==> src/rtl/pl_mem_wb.sv <==
// pl_mem_wb: combined memory-access / write-back stage of the 8-bit RISC-RNS pipeline.
// Optional build macro PL_MEM_WB_TIMEOUT_EN aborts unacknowledged memory transactions.
module pl_mem_wb #(
  parameter int unsigned NUM_DOMAINS = 2,
  parameter int unsigned MEM_TIMEOUT = 15
) (
  input  logic                     clk,
  input  logic                     reset,
  input  logic [0:9]               EX_reg,
  input  logic [3:0]               destination_reg_addr,
  input  logic [NUM_DOMAINS*8-1:0] operation_result,
  input  logic [15:0]              data_wr_addr,
  input  logic [15:0]              data_rd_addr,
  input  logic [7:0]               IO_port_ID,
  input  logic [0:4]               branch_conds_EX,
  output logic                     mem_req,
  output logic                     mem_we,
  output logic [15:0]              mem_addr,
  output logic [7:0]               mem_wdata,
  input  logic [7:0]               mem_rdata,
  input  logic                     mem_ack,
  output logic [7:0]               io_port_id,
  output logic                     io_rd_strobe,
  output logic                     io_wr_strobe,
  output logic [7:0]               io_out_data,
  input  logic [7:0]               io_in_data,
  output logic                     wb_en,
  output logic [3:0]               wb_addr,
  output logic [NUM_DOMAINS*8-1:0] wb_data,
  output logic                     carry_flag,
  output logic                     stall,
  output logic                     mem_err
);

  localparam int unsigned DW = NUM_DOMAINS * 8;

  localparam int unsigned ExStore   = 0;
  localparam int unsigned ExRegWr   = 1;
  localparam int unsigned ExSaveC   = 2;
  localparam int unsigned ExInval   = 3;
  localparam int unsigned ExLoad    = 4;
  localparam int unsigned ExOutp    = 8;
  localparam int unsigned ExInp     = 9;

  typedef enum logic [1:0] {StIdle, StMemWait, StLdWb} state_e;

  state_e          state_q, state_d;
  logic            mem_req_q, mem_req_d;
  logic            mem_we_q, mem_we_d;
  logic [15:0]     mem_addr_q, mem_addr_d;
  logic [7:0]      mem_wdata_q, mem_wdata_d;
  logic [7:0]      io_port_id_q, io_port_id_d;
  logic            io_rd_strb_q, io_rd_strb_d;
  logic            io_wr_strb_q, io_wr_strb_d;
  logic [7:0]      io_out_data_q, io_out_data_d;
  logic            wb_en_q, wb_en_d;
  logic [3:0]      wb_addr_q, wb_addr_d;
  logic [DW-1:0]   wb_data_q, wb_data_d;
  logic            carry_q, carry_d;
  logic [3:0]      ld_dest_q, ld_dest_d;
  logic [3:0]      in_dest_q, in_dest_d;
  logic            instr_valid;

`ifdef PL_MEM_WB_TIMEOUT_EN
  localparam int unsigned CntW = $clog2(MEM_TIMEOUT + 1);
  logic [CntW-1:0] tmo_cnt_q, tmo_cnt_d;
  logic            mem_err_q, mem_err_d;
`else
  logic unused_tmo;
  assign unused_tmo = (MEM_TIMEOUT == 0);
`endif

  logic unused_inputs;
  assign unused_inputs = ^{EX_reg[5:7], branch_conds_EX[0:2], branch_conds_EX[4]};

  // The EX register is frozen (and ignored) while a memory transaction is outstanding.
  assign instr_valid = !EX_reg[ExInval] && (state_q != StMemWait);

  always_comb begin
    state_d       = state_q;
    mem_req_d     = mem_req_q;
    mem_we_d      = mem_we_q;
    mem_addr_d    = mem_addr_q;
    mem_wdata_d   = mem_wdata_q;
    io_port_id_d  = io_port_id_q;
    io_rd_strb_d  = 1'b0;
    io_wr_strb_d  = 1'b0;
    io_out_data_d = io_out_data_q;
    wb_en_d       = 1'b0;
    wb_addr_d     = wb_addr_q;
    wb_data_d     = wb_data_q;
    carry_d       = carry_q;
    ld_dest_d     = ld_dest_q;
    in_dest_d     = in_dest_q;
`ifdef PL_MEM_WB_TIMEOUT_EN
    tmo_cnt_d     = '0;
    mem_err_d     = mem_err_q;
`endif

    unique case (state_q)
      StIdle, StLdWb: begin
        state_d = StIdle;
        if (instr_valid) begin
          if (EX_reg[ExSaveC]) carry_d = branch_conds_EX[3];
          if (EX_reg[ExStore]) begin
            state_d     = StMemWait;
            mem_req_d   = 1'b1;
            mem_we_d    = 1'b1;
            mem_addr_d  = data_wr_addr;
            mem_wdata_d = operation_result[7:0];
          end else if (EX_reg[ExLoad]) begin
            state_d    = StMemWait;
            mem_req_d  = 1'b1;
            mem_we_d   = 1'b0;
            mem_addr_d = data_rd_addr;
            ld_dest_d  = destination_reg_addr;
          end else if (EX_reg[ExOutp]) begin
            io_wr_strb_d  = 1'b1;
            io_port_id_d  = IO_port_ID;
            io_out_data_d = operation_result[7:0];
          end else if (EX_reg[ExInp]) begin
            io_rd_strb_d = 1'b1;
            io_port_id_d = IO_port_ID;
            in_dest_d    = destination_reg_addr;
          end else if (EX_reg[ExRegWr]) begin
            wb_en_d   = 1'b1;
            wb_addr_d = destination_reg_addr;
            wb_data_d = operation_result;
          end
        end
      end
      StMemWait: begin
        if (mem_ack) begin
          mem_req_d = 1'b0;
          if (mem_we_q) begin
            state_d = StIdle;
          end else begin
            state_d   = StLdWb;
            wb_en_d   = 1'b1;
            wb_addr_d = ld_dest_q;
            wb_data_d = {{(DW-8){1'b0}}, mem_rdata};
          end
        end
`ifdef PL_MEM_WB_TIMEOUT_EN
        else if (tmo_cnt_q == CntW'(MEM_TIMEOUT - 1)) begin
          mem_req_d = 1'b0;
          state_d   = StIdle;
          mem_err_d = 1'b1;
        end else begin
          tmo_cnt_d = tmo_cnt_q + CntW'(1);
        end
`endif
      end
      default: state_d = StIdle;
    endcase

    // INPUT data is sampled at the end of the strobe cycle and written back the next cycle.
    if (io_rd_strb_q) begin
      wb_en_d   = 1'b1;
      wb_addr_d = in_dest_q;
      wb_data_d = {{(DW-8){1'b0}}, io_in_data};
    end
  end

  always_ff @(posedge clk or negedge reset) begin
    if (!reset) begin
      state_q       <= StIdle;
      mem_req_q     <= 1'b0;
      mem_we_q      <= 1'b0;
      mem_addr_q    <= '0;
      mem_wdata_q   <= '0;
      io_port_id_q  <= '0;
      io_rd_strb_q  <= 1'b0;
      io_wr_strb_q  <= 1'b0;
      io_out_data_q <= '0;
      wb_en_q       <= 1'b0;
      wb_addr_q     <= '0;
      wb_data_q     <= '0;
      carry_q       <= 1'b0;
      ld_dest_q     <= '0;
      in_dest_q     <= '0;
`ifdef PL_MEM_WB_TIMEOUT_EN
      tmo_cnt_q     <= '0;
      mem_err_q     <= 1'b0;
`endif
    end else begin
      state_q       <= state_d;
      mem_req_q     <= mem_req_d;
      mem_we_q      <= mem_we_d;
      mem_addr_q    <= mem_addr_d;
      mem_wdata_q   <= mem_wdata_d;
      io_port_id_q  <= io_port_id_d;
      io_rd_strb_q  <= io_rd_strb_d;
      io_wr_strb_q  <= io_wr_strb_d;
      io_out_data_q <= io_out_data_d;
      wb_en_q       <= wb_en_d;
      wb_addr_q     <= wb_addr_d;
      wb_data_q     <= wb_data_d;
      carry_q       <= carry_d;
      ld_dest_q     <= ld_dest_d;
      in_dest_q     <= in_dest_d;
`ifdef PL_MEM_WB_TIMEOUT_EN
      tmo_cnt_q     <= tmo_cnt_d;
      mem_err_q     <= mem_err_d;
`endif
    end
  end

  assign mem_req      = mem_req_q;
  assign mem_we       = mem_we_q;
  assign mem_addr     = mem_addr_q;
  assign mem_wdata    = mem_wdata_q;
  assign io_port_id   = io_port_id_q;
  assign io_rd_strobe = io_rd_strb_q;
  assign io_wr_strobe = io_wr_strb_q;
  assign io_out_data  = io_out_data_q;
  assign wb_en        = wb_en_q;
  assign wb_addr      = wb_addr_q;
  assign wb_data      = wb_data_q;
  assign carry_flag   = carry_q;
  assign stall        = (state_q == StMemWait);
`ifdef PL_MEM_WB_TIMEOUT_EN
  assign mem_err      = mem_err_q;
`else
  assign mem_err      = 1'b0;
`endif

endmodule

==> config.mk <==
export PLATFORM = sky130hd
export DESIGN_NAME = pl_mem_wb
export DESIGN_NICKNAME = d
export VERILOG_FILES = /design/src/rtl/pl_mem_wb.sv
export SDC_FILE = /design/constraint.sdc
export NUM_CORES = 1
export LEC_CHECK = 0
export CAP_MARGIN = 20
export CORE_ASPECT_RATIO = 0.8
export CORE_MARGIN = 10
export CORE_UTILIZATION = 46
export CTS_BUF_LIST = sky130_fd_sc_hd__clkbuf_4 sky130_fd_sc_hd__clkbuf_8 sky130_fd_sc_hd__clkbuf_16
export CTS_CLUSTER_SIZE = 20
export DETAILED_ROUTE_END_ITERATION = 16
export PLACE_DENSITY = 0.95
export RECOVER_POWER = 50
export SKIP_CTS_REPAIR_TIMING = 1
export SLEW_MARGIN = 20
export SYNTH_ARGS = -nofsm -noshare
export SYNTH_HDL_FRONTEND = slang
export SYNTH_SLANG_ARGS = --single-unit
export TNS_END_PERCENT = 5
==> constraint.sdc <==
create_clock -name clk -period 5.46 [get_ports clk]
set_input_delay 1.638 -clock clk [delete_from_list [all_inputs] [get_ports clk]]
set_output_delay 1.638 -clock clk [all_outputs]
set_load 0.02 [all_outputs]
# == Word-level counts from Yosys, hierarchy flattened ==
# Index checks and enable logic that the tools add are counted.
# totals
regBits,76
inputBits,94
output_inout_bits,68
wordCells,107
# classes
eq_ne,14
muxes,58
bitwise_logic,3
n_reduce_logical,17
# ops
op,count
16-bit 2-to-1 mux,11
4-bit 2-to-1 mux,9
16-bit one-hot mux with 2 select lines,1
1-bit 2-to-1 mux,29
"3-bit inequality test, second input constant",7
8-bit 2-to-1 mux,2
5-bit AND reduction,2
3-bit AND reduction,3
9-bit AND reduction,1
4-bit one-hot mux with 2 select lines,1
4-bit AND reduction,2
"3-bit by 2-bit inequality test with 1-bit output, second input constant",2
6-bit AND reduction,1
2-bit nonzero test,3
2-bit 2-to-1 mux,2
"2-bit inequality test, second input constant",2
1-bit one-hot mux with 2 select lines,2
2-bit one-hot mux with 2 select lines,1
1-bit inverter,3
3-bit nonzero test,1
"2-bit by 1-bit equality test with 1-bit output, second input constant",1
"2-bit equality test, second input constant",1
2-bit logical NOT,1
"2-bit by 1-bit inequality test with 1-bit output, second input constant",1
3 further kinds,3

# == Logic depth before layout (Yosys ltp) ==
# Gate-level depths: netlist of the first run.
# logic_depth
ltp_word,8
mapped_depth,6
ltp_nobuf,4

# == Worst setup path before layout of the first run ==
# No wires, ideal clock.
# synth_timing
path_kind,input -> register
start,in EX_reg[4] (netlist name)
end,"reg io_port_id_q[0], in the netlist io_port_id[0]"
setup_ps,125
t_arrival_ps,2808
required_time_ps,5335
setup_slack_ps,2527
cell_stages,4
path_buffers,1
cell_sequence,or4_4 -> buf_6 -> nor2_4 -> mux2_2
# synth_via
elab_chain_len,2
# synth_lines
element,line,source
"start, declared",9,"input logic [0:9] EX_reg,"
1-bit inverter (no line),--,
5-bit AND reduction (no line),--,
"end signal, assigned",192,io_port_id_q <= io_port_id_d;
"end, declared",52,"logic [7:0] io_port_id_q, io_port_id_d;"
# No other way between the ends.
# A chain may end at the register's enable or synchronous reset.

# == Worst setup path in the final report of the first run ==
# layout_timing
start,reg state_q[0]
end,out stall
# layout_via
elab_chain_len,1
# layout_lines
element,line,source
"start, declared",47,"state_e state_q, state_d;"
"start signal, assigned",167,state_q <= StIdle;
"start signal, assigned",187,state_q <= state_d;
2-bit by 1-bit equality test with 1-bit output,221,assign stall = (state_q == StMemWait);
"end, declared",31,"output logic stall,"
# No other way between the ends.

==> impl_results.md, run 1 <==
- PD cells: 393 nW/um^2
- RSZ-0062 raised after global routing: no
- Wire length per cell: approximately 19 microns
- Core Region: 7840 sq um
- Reg2Reg Launch Point: state_q[0]
- Setup ws final: roughly 1.6 ns
- Failing checks: max-capacitance violations, max-slew violations
- Max_cap viols: 1
- Leak: 2.36 nW
- Final Hold Viols: 0
- Worst-skew pair later-pin latency: 0.34 ns
- Asr flop ratio synth: 100%
- H-Tree Depth: 3
- IO Port Bufs: 153
- Setup violators final: 0
- Die Area: 12000 sq um
- Worst IR drop on VDD: about 0.22 mV
- Comb power frac: 41.1%
- CP max FO: 18
- YS warnings: 0
- Dpl cells: 527
- CTS Buf Count: 9
- Sequential share of power: 38.2%
- First-pass GRT wire length: 16.8 mm
- Fmax: 257 MHz
- Via count: 2855
- Worst r2r path cells: 4
- Main synth FF type: dfrtp_1
- Num rows: 29
- NumNets Final: 524
- Clk sinks: 76
- DRT Wirelength: between 10 and 15 mm
- Syn Nets: 381
- Drt via density: 5.26
- Routed wl met3: ~760 microns
- TritonCTS clock tree: done
- Final ANT Viol Nets: 0
- Drt pass-1 iters: 4
- EDFF count, synth: 0
- Die Wd: 120 microns
- Hold Crit Class: flip-flop to flip-flop
- Layout filler cell count: around 600
- Fin util: 69.2%
- Clock period minus final worst setup slack: 3.89 ns
- Die Span Y: 99.9 microns
- Clock power share: approximately 21%
- Gr usage total: 17.4%
- Post-DP Area: 5230 sq um
- Layout cells sized above 1: a little under a quarter
- 1st-iter DRT viols: 138
- Fin Clk Skew: between 0.007 and 0.008 ns
- Mapped Area: 3670 sq um
- Yosys cell types: 31
- Synthesized flop and latch total: 76
- N_diodes: 0
- Worst Hold Depth: 1
- M1 WL: between 4 and 5 mm
- Highest Signal Layer: met4
- Switch share: between 30% and 40%
- Finished Layout Cells: about 540
- Hold Path End: mem_req
- Maximum buffer depth of the clock tree: 2
- GR Overflow Total: 0
- Register-to-register setup slack: 2.85 ns
- P&R area growth vs syn: 47.7%
- Final GP Congestion: 0.755
- Largest net degree at the start of global routing: 77
- Gate Count Post-Synth: 287
- Starting Density: 46.9%
- Worst slew pin tran: about 1.9 ns
- Detailed placer's ending HPWL: 7.99 mm
- Hold Crit Start: mem_req
- Pint: 0.00142 W
- Dpl ws: 1.49 ns
- CTS root buffer: clkbuf_8
- Initial antenna violation count: 0
- Worst setup SP type: flip-flop
- P_sw: 0.000707 W
- Setup TNS: 0 ns
- Clk slew on worst S/H paths: 0.08 ns
- WP data required: roughly 3.8 ns
- Worst Path Class, Setup: flip-flop to output pin
- Syn_area_per_cell: roughly 13 sq um
- Max-slew violations: 77
- Fin area: 5430 sq um
- Period Utilization, post-route: between 70% and 80%
- Reg2reg end: wb_en
- Drt drc: 0
- Num ports: 162
- Met2 WL post-DR: between 5 and 6 mm
- Vias in the first global route: 3138
- Nature of the critical path endpoint: output pin
- Post-synthesis sequential area ratio: 51.8%
- Worst rel slew slack: -24.2%
- Status: finished, violations left
- CP arrival: 2.26 ns
==> cells in the mapped netlist, types with 2 or more instances <==
library cell / count / share of area [%]
nand3_1: 8 / 1.1
dfrtp_1: 76 / 52
a211oi_1: 12 / 2.5
a21oi_1: 8 / 1.1
o211ai_1: 8 / 1.6
and3b_1: 12 / 2.9
o211a_1: 12 / 3.3
mux2_2: 65 / 20
buf_2: 4 / 0.54
buf_4: 2 / 0.41
or3b_2: 2 / 0.48
nand2_1: 3 / 0.31
nor2_1: 15 / 1.5
clkbuf_1: 13 / 1.3
a221oi_2: 12 / 4.9
inv_1: 16 / 1.6
buf_6: 4 / 1.2
a21o_1: 2 / 0.41
==> how the worst max path moves through the flow <==
stage / from / end / slack, ns / depth (start not counted)
after floorplan: EX_reg[4] / io_port_id[0] / 2.53 / 4
after global placement: EX_reg[0] / wb_en / 1.52 / 5
after detailed placement: EX_reg[0] / wb_en / 1.49 / 5
after CTS: state_q[0] / stall / 1.55 / 3
after global routing: state_q[0] / stall / 1.36 / 3
final: state_q[0] / stall / 1.57 / 3
==> area by class of cell <==
type | count | area (sq um) | share of cell area [%]
Timing Repair Buffer | 155 | 1540 | 28.3
Multi-Input combinational cell | 172 | 1580 | 29.2
Sequential cell | 76 | 1900 | 35.1
Inverter | 16 | 60.1 | 1.11
Clock inverter | 4 | 47.5 | 0.876
Tap cell | 108 | 135 | 2.49
Clock buffer | 12 | 159 | 2.93
==> power by group through the flow <==
stage / combinational [W] / clock (W) / sequential (W)
after floorplan: 0.000298 / 0 / 0.000990
after global placement: 0.000891 / 0 / 0.000816
after detailed placement: 0.000909 / 0 / 0.000830
after CTS: 0.000913 / 0.000454 / 0.000819
after global routing: 0.000935 / 0.000473 / 0.000836
final: 0.000876 / 0.000442 / 0.000814
==> per-stage QoR <==
| step | total power (W) | hold slack (ns) |
|---|---|---|
| after floorplan | 0.00129 | 0.473 |
| after global placement | 0.00171 | 0.462 |
| after detailed placement | 0.00174 | 0.475 |
| after CTS | 0.00219 | 0.501 |
| after global routing | 0.00225 | 0.523 |
| final | 0.00213 | 0.491 |
==> cell usage in the layout, fill, tap and decap left out, types with 2 or more instances in the layout <==
cell / n
a21oi_1: 8
clkdlybuf4s50_1: 121
clkbuf_8: 11
or3b_2: 2
o211ai_1: 8
mux2_2: 65
a211oi_1: 12
and3b_1: 12
a21o_1: 2
nand2_1: 3
nand3_1: 8
dlygate4sd3_1: 31
dfrtp_1: 75
inv_1: 16
nor2_1: 15
clkinv_2: 2
o211a_1: 12
a221oi_2: 12
==> per-layer routing <==
layer | vias to the layer above | global-route usage (%)
met5 | - | 0
met4 | 0 | 4.91
met3 | 9 | 5.95
met2 | 96 | 29.9
met1 | 1419 | 20.4
li1 | 1331 | -
==> cells by family after synthesis <==
| kind of cell | synth area share (%) |
|---|---|
| buffers and inverters | 5.14 |
| DFF | 51.8 |
| AOI/OAI and AO/OA | 14.4 |
| muxes | 19.9 |
| other | 0.102 |
| and+or+nand+nor | 8.68 |
==> critical path, stage by stage (launching register included) <==
cell,delay (ns)
dfrtp_1,0.68
nand2b_1,0.41
inv_1,0.18
clkdlybuf4s50_1,0.65
==> state kept, by name (all words and copies together) (netlist names), 2 cells and up <==
name	cells
io_port_id	8
wb_addr	4
wb_data	16
io_out_data	8
mem_addr	16
in_dest_q	4
ld_dest_q	4
mem_wdata	8
state_q	2
Power figures use the tool's default switching activity.
==> inputs of run 2 (changes only) <==
Settings changed: CORE_UTILIZATION 46 to 38, PLACE_DENSITY 0.95 to 0.85.
Clock period 5.46 ns to 3.55 ns, I/O delays scaled along.
==> run 2 against run 1 <==
Against the previous run: the flow still finishes with violations (max-capacitance violations, max-slew violations); clock-buffer cell count is 2 higher; clock skew is 0.0020 ns lower; sequential cell count stayed put; combinational power is 59% higher; worst setup slack worse by 1.0 ns; sequential power is 52% higher; register-to-register slack worse by 1.7 ns; highest routed layer unchanged; die area is 17% higher; global-route usage is 1.5 points lower; clock power is 94% higher.
==> impl_results.md, run 2 (synthesis results as in run 1) <==
- Status: finished, violations left
- Failing checks: max-capacitance violations, max-slew violations
- Period Utilization, post-route: 85.0%
- First-pass GRT wire length: 17.3 mm
- Fin area: 5570 sq um
- Reg2reg end: wb_addr[2]
- Maximum buffer depth of the clock tree: 2
- CP arrival: around 3.2 ns
- Post-DP Area: 5300 sq um
- Die Wd: 130 microns
- Final ANT Viol Nets: 0
- P&R area growth vs syn: 51.5%
- Setup ws final: about 0.53 ns
- Num rows: 32
- Final GP Congestion: 0.714
- Worst setup SP type: primary input
- Detailed placer's ending HPWL: 8.54 mm
- H-Tree Depth: 3
- Wire length per cell: 19.9 microns
- Setup violators final: 0
- Clock period minus final worst setup slack: 3.02 ns
- Num ports: about 160
- IO Port Bufs: between 150 and 200
- Leak: ~2.4 nW
- Core Region: roughly 9500 sq um
- Drt via density: 5.18
- Fmax: 331 MHz
- Hold Crit Start: io_port_id[5]
- Die Area: 14000 sq um
- TritonCTS clock tree: done
- Clk sinks: 76
- Worst r2r path cells: 5
- Starting Density: a little under 40%
- Max_cap viols: 1
- Fin util: 58.4%
- Worst slew pin tran: 1.94 ns
- Drt pass-1 iters: 5
- Reg2Reg Launch Point: state_q[1]
- Final Hold Viols: 0
- 1st-iter DRT viols: 97
- CTS root buffer: clkbuf_16
- Worst rel slew slack: -29.3%
- Fin Clk Skew: 0.00539 ns
- Drt drc: 0
- Gr usage total: between 15 and 20%
- PD cells: ~630 nW/um^2
- Largest net degree at the start of global routing: 77
- GR Overflow Total: 0
- Hold Path End: io_port_id[5]
- Clk slew on worst S/H paths: 0.06 ns
- Worst-skew pair later-pin latency: 0.33 ns
- Hold Crit Class: flip-flop to flip-flop
- Worst Hold Depth: 1
- Dpl ws: roughly 0.42 ns
- Most frequent cells in the layout: clkdlybuf4s50_1, dfrtp_1, mux2_2
- Worst Path Class, Setup: primary input to flip-flop
- WP data required: 3.76 ns
- DRT Wirelength: 11.2 mm
- Worst IR drop on VDD: 0.302 mV
- Vias in the first global route: ~3200
- Die Span Y: 108 microns
- Layout cells sized above 1: about a quarter
- CP max FO: 18
- CTS Buf Count: 9
- Initial antenna violation count: 0
- N_diodes: 0
- Via count: 2910
- Commonest non-fill, non-tap cell in the layout: clkdlybuf4s50_1
- Nature of the critical path endpoint: flip-flop
- Max-slew violations: 77
- Layout filler cell count: 827
- Register-to-register setup slack: 1.19 ns
- NumNets Final: roughly 530
- RSZ-0062 raised after global routing: no
- Setup TNS: 0 ns
-- run 2: worst max-delay path, stage by stage --
cell and delay (ns):
clkdlybuf4s50_1 0.57, buf_4 0.29, o21a_1 0.14, clkbuf_1 0.72, mux2_2 0.42
-- run 2: layout make-up --
class,instances,area [sq um],area share [%]
flip-flops and latches,76,1900,34.2
repair buffers,163,1590,28.6
multi-input cells,172,1580,28.4
clock buffers,14,269,4.83
well taps,119,149,2.67
inverters,16,60.1,1.08
clock inverters,2,10.0,0.180
-- run 2: report_power, final --
part	switching (W)	internal, W
logic	0.000669	0.000717
clock network	0.000336	0.000522
registers	0.000124	0.00112
total	0.00113	0.00235
-- run 2: how the worst max path moves through the flow --
stage / startpoint / endpoint / slack, ns
global placement: EX_reg[4] / io_out_data[4] / 0.44
detailed placement: EX_reg[4] / wb_addr[2] / 0.42
global route: EX_reg[0] / mem_addr[13] / 0.35
finish: EX_reg[0] / mem_addr[13] / 0.53
CTS: state_q[1] / stall / 0.73
floorplan: EX_reg[4] / io_port_id[0] / 1.19
-- run 2: stage by stage --
| step | total power, W | std cells | hold slack, ns |
|---|---|---|---|
| 3_3_place_gp | 0.00265 | 546 | 0.463 |
| 3_5_place_dp | 0.00270 | 546 | 0.491 |
| 4_1_cts | 0.00358 | 562 | 0.504 |
| 2_1_floorplan | 0.00198 | 287 | 0.473 |
| 6_report | 0.00348 | 562 | 0.497 |
| 5_1_grt | 0.00368 | 562 | 0.508 |
-- run 2: per-layer routing --
layer	wire length [microns]	vias up	global-route usage [%]
met5	0	-	0
met4	336	0	6.97
met1	4100	1438	16.5
met3	1020	20	7.34
met2	5740	104	27.3
li1	-	1348	-
